[src/rtl/tile_c_writeback.sv]
// Writes finished C-tile rows from the systolic array drain to the scratchpad through a 2-entry FIFO.
// Optional build macro TILE_C_WB_RELU_EN clamps negative lanes to zero at the write port.
module tile_c_writeback #(
  parameter int COLS   = 4,
  parameter int ACC_W  = 32,
  parameter int ADDR_W = 32,
  parameter int DIM_W  = 5
) (
  input  logic                    clk_i,
  input  logic                    rst_ni,
  input  logic                    start_i,
  input  logic [ADDR_W-1:0]       tile_c_addr_i,
  input  logic [ADDR_W-1:0]       c_stride_i,
  input  logic [DIM_W-1:0]        msize_i,
  input  logic [DIM_W-1:0]        nsize_i,
  input  logic                    row_valid_i,
  input  logic [COLS*ACC_W-1:0]   row_data_i,
  output logic                    row_ready_o,
  input  logic                    mem_gnt_i,
  output logic                    interface_en_o,
  output logic                    interface_rdwr_o,
  output logic [ADDR_W-1:0]       interface_addr_o,
  output logic [COLS*ACC_W-1:0]   interface_wr_data_o,
  output logic [4:0]              interface_control_o,
  output logic                    busy_o,
  output logic                    done_o
);

  typedef enum logic [1:0] {IDLE, RUN, FLUSH} state_e;

  state_e              state_q, state_d;
  logic [ADDR_W-1:0]   stride_q, stride_d;
  logic [ADDR_W-1:0]   next_addr_q, next_addr_d;
  logic [DIM_W-1:0]    msize_q, msize_d;
  logic [DIM_W-1:0]    nsize_q, nsize_d;
  logic [DIM_W-1:0]    wr_cnt_q, wr_cnt_d;
  logic [DIM_W-1:0]    acc_cnt_q, acc_cnt_d;
  logic                done_zero_q, done_zero_d;
  logic                wr_ptr_q, wr_ptr_d;
  logic                rd_ptr_q, rd_ptr_d;
  logic [1:0]          count_q, count_d;

  logic [COLS*ACC_W-1:0] fifo_mem [2];
  logic [COLS*ACC_W-1:0] head_data;
  logic [DIM_W-1:0]      nsize_clamp;
  logic                  fifo_full, fifo_empty, push, pop, last_write;

  assign nsize_clamp = (nsize_i > DIM_W'(COLS)) ? DIM_W'(COLS) : nsize_i;
  assign fifo_full   = (count_q == 2'd2);
  assign fifo_empty  = (count_q == 2'd0);
  assign pop         = interface_en_o && mem_gnt_i;
  // A pop in the same cycle frees a slot, so a full FIFO can still accept.
  assign row_ready_o = (state_q == RUN) && (acc_cnt_q < msize_q) && (!fifo_full || pop);
  assign push        = row_valid_i && row_ready_o;
  assign last_write  = pop && ((wr_cnt_q + DIM_W'(1)) == msize_q);

  assign busy_o              = (state_q != IDLE);
  assign done_o              = done_zero_q || last_write;
  assign interface_en_o      = !fifo_empty;
  assign interface_rdwr_o    = interface_en_o;
  assign interface_addr_o    = interface_en_o ? next_addr_q : '0;
  assign interface_control_o = interface_en_o ? 5'(nsize_q) : 5'd0;
  assign head_data           = fifo_mem[rd_ptr_q];

  generate
    for (genvar gi = 0; gi < COLS; gi++) begin : g_lane
      logic [ACC_W-1:0] lane;
      logic             keep;
      assign lane = head_data[gi*ACC_W +: ACC_W];
`ifdef TILE_C_WB_RELU_EN
      assign keep = interface_en_o && (DIM_W'(gi) < nsize_q) && !lane[ACC_W-1];
`else
      assign keep = interface_en_o && (DIM_W'(gi) < nsize_q);
`endif
      assign interface_wr_data_o[gi*ACC_W +: ACC_W] = keep ? lane : '0;
    end
  endgenerate

  always_comb begin
    state_d     = state_q;
    stride_d    = stride_q;
    next_addr_d = next_addr_q;
    msize_d     = msize_q;
    nsize_d     = nsize_q;
    wr_cnt_d    = wr_cnt_q;
    acc_cnt_d   = acc_cnt_q;
    done_zero_d = 1'b0;
    wr_ptr_d    = wr_ptr_q ^ push;
    rd_ptr_d    = rd_ptr_q ^ pop;
    count_d     = count_q + {1'b0, push} - {1'b0, pop};
    if (pop) begin
      wr_cnt_d    = wr_cnt_q + DIM_W'(1);
      next_addr_d = next_addr_q + stride_q;
    end
    if (push) begin
      acc_cnt_d = acc_cnt_q + DIM_W'(1);
    end
    case (state_q)
      IDLE: begin
        if (start_i) begin
          stride_d    = c_stride_i;
          msize_d     = msize_i;
          nsize_d     = nsize_clamp;
          next_addr_d = tile_c_addr_i;
          wr_cnt_d    = '0;
          acc_cnt_d   = '0;
          // An empty tile completes immediately without touching memory.
          if (msize_i == '0 || nsize_i == '0) begin
            done_zero_d = 1'b1;
          end else begin
            state_d = RUN;
          end
        end
      end
      RUN: begin
        if (push && ((acc_cnt_q + DIM_W'(1)) == msize_q)) begin
          state_d = FLUSH;
        end
      end
      FLUSH: begin
        if (last_write) begin
          state_d = IDLE;
        end
      end
      default: state_d = IDLE;
    endcase
  end

  always_ff @(posedge clk_i or negedge rst_ni) begin
    if (!rst_ni) begin
      state_q     <= IDLE;
      stride_q    <= '0;
      next_addr_q <= '0;
      msize_q     <= '0;
      nsize_q     <= '0;
      wr_cnt_q    <= '0;
      acc_cnt_q   <= '0;
      done_zero_q <= 1'b0;
      wr_ptr_q    <= 1'b0;
      rd_ptr_q    <= 1'b0;
      count_q     <= 2'd0;
    end else begin
      state_q     <= state_d;
      stride_q    <= stride_d;
      next_addr_q <= next_addr_d;
      msize_q     <= msize_d;
      nsize_q     <= nsize_d;
      wr_cnt_q    <= wr_cnt_d;
      acc_cnt_q   <= acc_cnt_d;
      done_zero_q <= done_zero_d;
      wr_ptr_q    <= wr_ptr_d;
      rd_ptr_q    <= rd_ptr_d;
      count_q     <= count_d;
    end
  end

  always_ff @(posedge clk_i) begin
    if (push) begin
      fifo_mem[wr_ptr_q] <= row_data_i;
    end
  end

endmodule

[config.mk]
export PLATFORM = sky130hd
export DESIGN_NAME = tile_c_writeback
export DESIGN_NICKNAME = d
export VERILOG_FILES = /design/src/rtl/tile_c_writeback.sv
export SDC_FILE = /design/constraint.sdc
export NUM_CORES = 1
export LEC_CHECK = 0
export BUFFER_PORTS_ARGS = -buffer_cell sky130_fd_sc_hd__buf_2
export CORE_MARGIN = 2
export CORE_UTILIZATION = 54
export CTS_CLUSTER_SIZE = 12
export DETAILED_ROUTE_END_ITERATION = 8
export GPL_TIMING_DRIVEN = 0
export PLACE_DENSITY_LB_ADDON = 0.05
export SLEW_MARGIN = 20
export SYNTH_ARGS = -nofsm -noshare
export SYNTH_HDL_FRONTEND = slang
export SYNTH_SLANG_ARGS = --single-unit
[constraint.sdc]
create_clock -name clk_i -period 6.95 [get_ports clk_i]
set_input_delay 2.085 -clock clk_i [delete_from_list [all_inputs] [get_ports clk_i]]
set_output_delay 2.085 -clock clk_i [all_outputs]
set_load 0.1 [all_outputs]
==> impl_metrics.csv, run 1 <==
group,metric,value,unit
place,place.port_buffers,376,
clock_tree,tritoncts,"yes",
route,drt-total-wl,38.50,mm
worst_setup_path,endpoint_kind,"output pin",
floorplan,start_util,55.28,%
min_path,min_delay_worst_endpoint,"stride_q[30]$_DFFE_PN0P_",
cells_and_area,final_layout_size_suffix_gt1_share,26.69,%
logic_synthesis,yosysMostFrequentCell,"edfxtp_1",
logic_synthesis,post_synth_num_cell_types,61,
worst_setup_path,timing.critical_path.from_type,"input pin",
cells_and_area,layout.nets,1923,
sta,fin_clk_skew,0.02051,ns
clock_tree,post_cts.resized_instances,0,
sta,final_max_slew_viol_count,0,
worst_setup_path,required,4.87,ns
logic_synthesis,postSynth.topFlopCell,"edfxtp_1",
min_path,worst_hold_path.num_cells,2,
logic_synthesis,synth.cell_area,15480,um2
grt,first_pass_grt_wire_length,58.77,mm
sta,final-hold-violation-count,0,
route,detail_route.iter0.violations,734,
logic_synthesis,synth_area_leader_cell,"edfxtp_1",
clock_tree,clkLatencyLatePin,0.53,ns
worst_setup_path,arrival,3.61,ns
min_path,min_from,"stride_q[30]$_DFFE_PN0P_",
cells_and_area,stdcell_count,2088,
logic_synthesis,synth_top_cells_by_count,"edfxtp_1, nor2_1, nand2_1",
logic_synthesis,yosysWarningCount,0,
sta,finalSetupViolations,0,
floorplan,die_y,173.3,um
worst_setup_path,timing.critical_path.fanout_max,10,
route,remaining_drc_errors,0,
route,vias,11150,
logic_synthesis,number_of_nets_in_the_synthesized_netlist,1502,
sta,holdWs,0.4887,ns
floorplan,die-area,30040,um2
min_path,timing.hold.worst.class,"register to register",
power_and_ir_drop,report.power.total,4.206,mW
clock_tree,clockBufferDepth,3,
route,drt_pre_antenna_iters,5,
run_status,status,"completed",
grt,grt.overflow.total,0,
route,avgViaCountPerCell,5.338,
place,detailedPlacementHpwl,27.69,mm
clock_tree,tritoncts.num_buffers,38,
grt,pin_count_of_the_biggest_net_entering_global_routing,53,
route,drtAntennaViolNets,0,
floorplan,fp-row-count,61,
sta,worst_relative_slew_slack,41.23,%
worst_setup_path,r2r_end,"fifo_mem[1][80]$_DFFE_PP_",
cells_and_area,area_delta_synth_final,24.04,%
logic_synthesis,syn_area_per_cell,12.37,um2
sta,final_period_minus_worst_setup_slack,5.698,ns
floorplan,fp.coreArea,28010,um2
logic_synthesis,post-synth-top-area-fraction,49.65,%
power_and_ir_drop,power_density,219.0,nW/um2
logic_synthesis,synthTopCellsByArea,"edfxtp_1, dfrtp_1, mux2i_1, nor2_1, nand2_1",
power_and_ir_drop,total_leakage_power,8.185,nW
worst_setup_path,r2r_start,"msize_q[1]$_DFFE_PN0P_",
place,globalplace.congestion,0.9280,
job,max_cap_violations,0,
sta,fin_crit_sh,81.98,%
logic_synthesis,synth_edf_count,256,
logic_synthesis,ys_seq_area_share,64.36,%
clock_tree,cts-hold-fix-buffers,0,
sta,tns,0,ns
clock_tree,clock_sink_total,347,
clock_tree,worst_setup_hold_path_clk_slew,0.06,ns
grt,first_global_vias,11140,
floorplan,pin_count,377,
logic_synthesis,synth-async-reset-ratio,26.22,%
route,wl_per_cell,18.44,um
worst_setup_path,reg2reg_slack,3.43,ns
sta,grt_setup_unrepaired,"no",
worst_setup_path,reg2reg_depth,11,
place,post-place-cells,2011,
power_and_ir_drop,irDropWorstVdd,260.8,uV
logic_synthesis,netlist_instances,1252,
clock_tree,cts-root-buf,"clkbuf_16",
logic_synthesis,ys_seq_elements,347,
floorplan,die-width,173.3,um
grt,antenna_found_initial,11,
sta,achievable-frequency,175.5,MHz
grt,grt_util_all_layers,25.16,%
clock_tree,cts_setup_buffers,0,
sta,worst-slew-pin-transition,0.8748,ns
clock_tree,cts_htree_levels,2,
worst_setup_path,timing_worst_setup_path_type,"input pin to output pin",
through the flow:
| stage | setup slack [ns] | area (um2) | util, % |
|---|---|---|---|
| 6_report | 1.252 | 19210 | 68.57 |
| 5_1_grt | 1.146 | 19190 | 68.51 |
| 4_1_cts | 1.252 | 19180 | 68.49 |
| 3_5_place_dp | 1.259 | 18000 | 64.26 |
| 3_3_place_gp | -1.460 | 17840 | 63.68 |
| 2_1_floorplan | -0.9506 | 15480 | - |
report_power, final:
| part | switching, mW | internal [mW] |
|---|---|---|
| Clock | 0.782 | 1.11 |
| Sequential | 0 | 2.23 |
| Combinational | 0.0391 | 0.0433 |
| Total | 0.821 | 3.39 |
critical path, stage by stage:
cell and delay (ns):
buf_2 0.09, nand2_1 0.07, clkbuf_1 0.23, nor4_1 0.34, o211a_1 0.23, or2_2 0.11, buf_2 0.44
cells in the final DEF, fill, tap and decap left out, types with 3 or more instances in the layout:
master,Yosys,layout
mux2i_1,130,130
a31oi_1,14,14
a31o_2,3,3
clkbuf_8,0,5
buf_2,5,380
nor3_1,7,7
diode_2,0,9
or3_1,6,6
a21o_1,12,12
buf_16,0,4
and3_4,3,3
o21a_1,4,4
edfxtp_1,256,256
o211ai_1,4,4
inv_1,16,16
dfrtp_1,91,91
nand4_1,5,5
nand3_1,15,15
a22oi_1,8,8
ha_1,42,40
clkinv_2,0,5
clkinv_1,1,4
nor2_1,186,186
buf_1,7,7
and2_1,42,42
a21oi_1,54,54
xor2_1,24,24
clkbuf_16,0,40
and3_1,3,3
xnor2_1,23,23
o21ai_0,44,44
clkbuf_1,50,63
nand2_1,156,156
state kept, by name, summed over array words and instances, names as in the netlist:
signal,count
fifo_mem,256
next_addr_q,32
stride_q,32
acc_cnt_q,5
msize_q,5
nsize_q,5
wr_cnt_q,5
count_q,2
state_q,2
done_zero_q,1
rd_ptr_q,1
wr_ptr_q,1
worst max-delay path by stage:
stage / to / slack [ns] / startpoint / cells after the start
2_1_floorplan: fifo_mem[1][0]$_DFFE_PP_ / -0.95 / mem_gnt_i / 6
4_1_cts: done_o / 1.25 / mem_gnt_i / 7
3_3_place_gp: fifo_mem[1][78]$_DFFE_PP_ / -1.46 / mem_gnt_i / 7
5_1_grt: done_o / 1.15 / mem_gnt_i / 7
3_5_place_dp: done_o / 1.26 / mem_gnt_i / 7
6_report: done_o / 1.25 / mem_gnt_i / 7
logic make-up (layout without fill, tap and decap cells):
logic type	count (synthesis)	after routing	share of synthesized area [%]
other cells	0	9	0
compound gates	163	163	6.497
buf+inv	80	529	2.004
fa+ha+maj	43	43	3.523
xor+xnor	47	47	2.659
simple gates	442	442	12.56
flops	347	347	64.36
mux	130	130	8.404
layer usage:
layer  up-vias  routed length, um  GRT usage [%]
met4         4               1101          8.086
met1      5322              15090          30.69
met3        72               3601          8.180
met5         -                 27              0
met2       420              18680          42.57
li1       5327                  -              -
area by class of cell:
cell class	count	area, um2
clock buffers	58	1119
plain buffers	63	246.5
repair buffers	381	2018
multi-input cells	825	5234
inverters	17	63.81
diodes	9	22.52
well taps	378	473.0
flip-flops and latches	347	9965
clock inverters	10	65.06
fillers	2203	8805
Note: power is estimated with default switching activity, not from simulation.
==> run 2: changes to the inputs <==
Settings changed: CORE_UTILIZATION 54 to 49.
Clock period 6.95 ns to 4.75 ns, I/O delays scaled along.
==> impl_metrics.csv, run 2 (synthesized netlist as in run 1, its figures left out) <==
group,metric,value,unit
clock_tree,tritoncts,"yes",
sta,final_period_minus_worst_setup_slack,4.520,ns
power_and_ir_drop,power.switching,1.224,mW
sta,fin_crit_sh,95.16,%
grt,grt.overflow.total,0,
worst_setup_path,r2r_start,"msize_q[1]$_DFFE_PN0P_",
clock_tree,cts_htree_levels,2,
sta,final-hold-violation-count,0,
floorplan,die-area,33040,um2
sta,final_max_slew_viol_count,0,
route,remaining_drc_errors,0,
worst_setup_path,required,3.32,ns
power_and_ir_drop,power.sequential.fraction,52.4,%
floorplan,die_y,181.8,um
power_and_ir_drop,switching_share,19.65,%
route,vias,10920,
power_and_ir_drop,power.clock.fraction,45.7,%
worst_setup_path,arrival,3.09,ns
sta,worst_relative_slew_slack,44.60,%
place,placed_instance_area,18050,um2
clock_tree,cts_setup_buffers,0,
cells_and_area,final_layout_size_suffix_gt1_share,26.96,%
cells_and_area,layout.cells.most_common_list,"buf_2, edfxtp_1, nor2_1",
floorplan,fp-row-count,65,
cells_and_area,util_after_layout,61.57,%
worst_setup_path,slowest_stage,"clkbuf_1",
sta,grt_setup_unrepaired,"no",
clock_tree,clkLatencyLatePin,0.53,ns
power_and_ir_drop,total_leakage_power,8.193,nW
min_path,timing.hold.worst.class,"register to register",
grt,grt_util_all_layers,23.34,%
worst_setup_path,timing.critical_path.fanout_max,10,
cells_and_area,area_delta_synth_final,24.52,%
min_path,min_from,"stride_q[25]$_DFFE_PN0P_",
floorplan,fp.coreArea,31310,um2
clock_tree,clockBufferDepth,3,
clock_tree,post_cts.resized_instances,1,
worst_setup_path,timing.critical_path.from_type,"register",
route,wl_per_cell,18.45,um
route,drt-total-wl,39.02,mm
route,avgViaCountPerCell,5.163,
cells_and_area,layout.nets,1926,
place,detailedPlacementHpwl,27.89,mm
power_and_ir_drop,irDropWorstVdd,310.5,uV
worst_setup_path,timing_worst_setup_path_type,"register to output pin",
cells_and_area,largest_reg_flops,256,
clock_tree,clock_sink_total,347,
route,detail_route.iter0.violations,686,
sta,final_critical_path_setup_slack,0.2301,ns
route,drt_pre_antenna_iters,5,
sta,achievable-frequency,221.2,MHz
sta,tns,0,ns
clock_tree,cts-hold-fix-buffers,0,
worst_setup_path,crit_path_start,"count_q[1]$_DFF_PN0_",
power_and_ir_drop,power_density,323.0,nW/um2
place,place_ws,0.3080,ns
run_status,status,"completed",
worst_setup_path,worst_path_largest_cell_delay,0.44,ns
power_and_ir_drop,power_frac_comb,1.9,%
floorplan,die-width,181.8,um
grt,fraction_of_met3_tracks_used_by_global_routing,5.756,%
floorplan,pin_count,377,
grt,most_crowded_layer_gr,"met2",
clock_tree,cts-root-buf,"clkbuf_16",
clock_tree,worst_setup_hold_path_clk_slew,0.06,ns
cells_and_area,register_name_with_the_most_flops,"fifo_mem",
place,globalplace.congestion,0.9035,
grt,grt_use_met2,39.16,%
sta,holdWs,0.4876,ns
grt,first_pass_grt_wire_length,59.81,mm
grt,first_global_vias,11250,
place,place.port_buffers,376,
power_and_ir_drop,p_int,5.003,mW
cells_and_area,layout.cells.most_common,"buf_2",
sta,worst-slew-pin-transition,0.8310,ns
route,drtAntennaViolNets,0,
cells_and_area,largest_registers,"fifo_mem (256), next_addr_q (32), stride_q (32)",
worst_setup_path,endpoint_kind,"output pin",
cells_and_area,fin_area,19280,um2
sta,finalSetupViolations,0,
grt,grt_use_met1,28.95,%
grt,antenna_found_initial,9,
worst_setup_path,list_of_cells_traversed_by_the_critical_path,"nor2_1, inv_1, clkbuf_1, and2_1, nor2_1, clkbuf_1, nor2_1, buf_2",
job,max_cap_violations,0,
sta,fin_clk_skew,0.01597,ns
grt,pin_count_of_the_biggest_net_entering_global_routing,50,
cells_and_area,fillers,2647,
floorplan,start_util,49.45,%
clock_tree,tritoncts.num_buffers,39,
worst_setup_path,cpMostUsedCell,"nor2_1",
run 2: power groups by stage:
stage	clock network, mW	logic [mW]	registers (mW)
floorplan	0	0.00144	3.32
global placement	0	0.112	3.32
detailed placement	0	0.120	3.32
CTS	2.91	0.120	3.26
global route	3.02	0.133	3.26
finish	2.85	0.119	3.26
run 2: area by class of cell:
cell class                 count  area (um2)  area share, %
inverter                      17       63.81         0.3310
clock buffer                  61        1079          5.594
antenna                        7       17.52        0.09086
multi-input combinational    825        5243          27.19
tap                          402       503.0          2.609
timing repair buffer         383        2036          10.56
buffer                        63       251.5          1.304
clock inverter                10       122.6         0.6360
sequential                   347        9965          51.68
run 2: layer usage:
layer	part of all wire, %	vias to the layer above
met4	3.7	4
met3	7.4	93
met5	0.077	-
li1	-	5325
met2	49	353
met1	40	5145
run 2: path summary, 6_finish.rpt:
| kind | cells after the start | end | slack, ns |
|---|---|---|---|
| max reg2reg | 12 | fifo_mem[1][32]$_DFFE_PP_ | 1.22 |
| max in group asynchronous | 2 | nsize_q[2]$_DFFE_PN0P_ | 3.34 |
| max | 8 | interface_wr_data_o[61] | 0.23 |
| min | 2 | stride_q[25]$_DFFE_PN0P_ | 0.49 |
| min in group asynchronous | 1 | stride_q[11]$_DFFE_PN0P_ | 0.82 |
| min reg2reg | 2 | stride_q[25]$_DFFE_PN0P_ | 0.49 |
run 2: worst max-delay path, delay by kind of cell, from the launching register on:
kind          cells  cell delay [ns]
simple gates      4             0.96
flops             1             0.40
buf+inv           4             1.22
run 2: stage by stage:
stage / power (mW) / instances
after floorplan: 3.324 / 1252
after global routing: 6.407 / 2115
after global placement: 3.433 / 2030
final: 6.226 / 2115
after detailed placement: 3.441 / 2037
after CTS: 6.286 / 2108
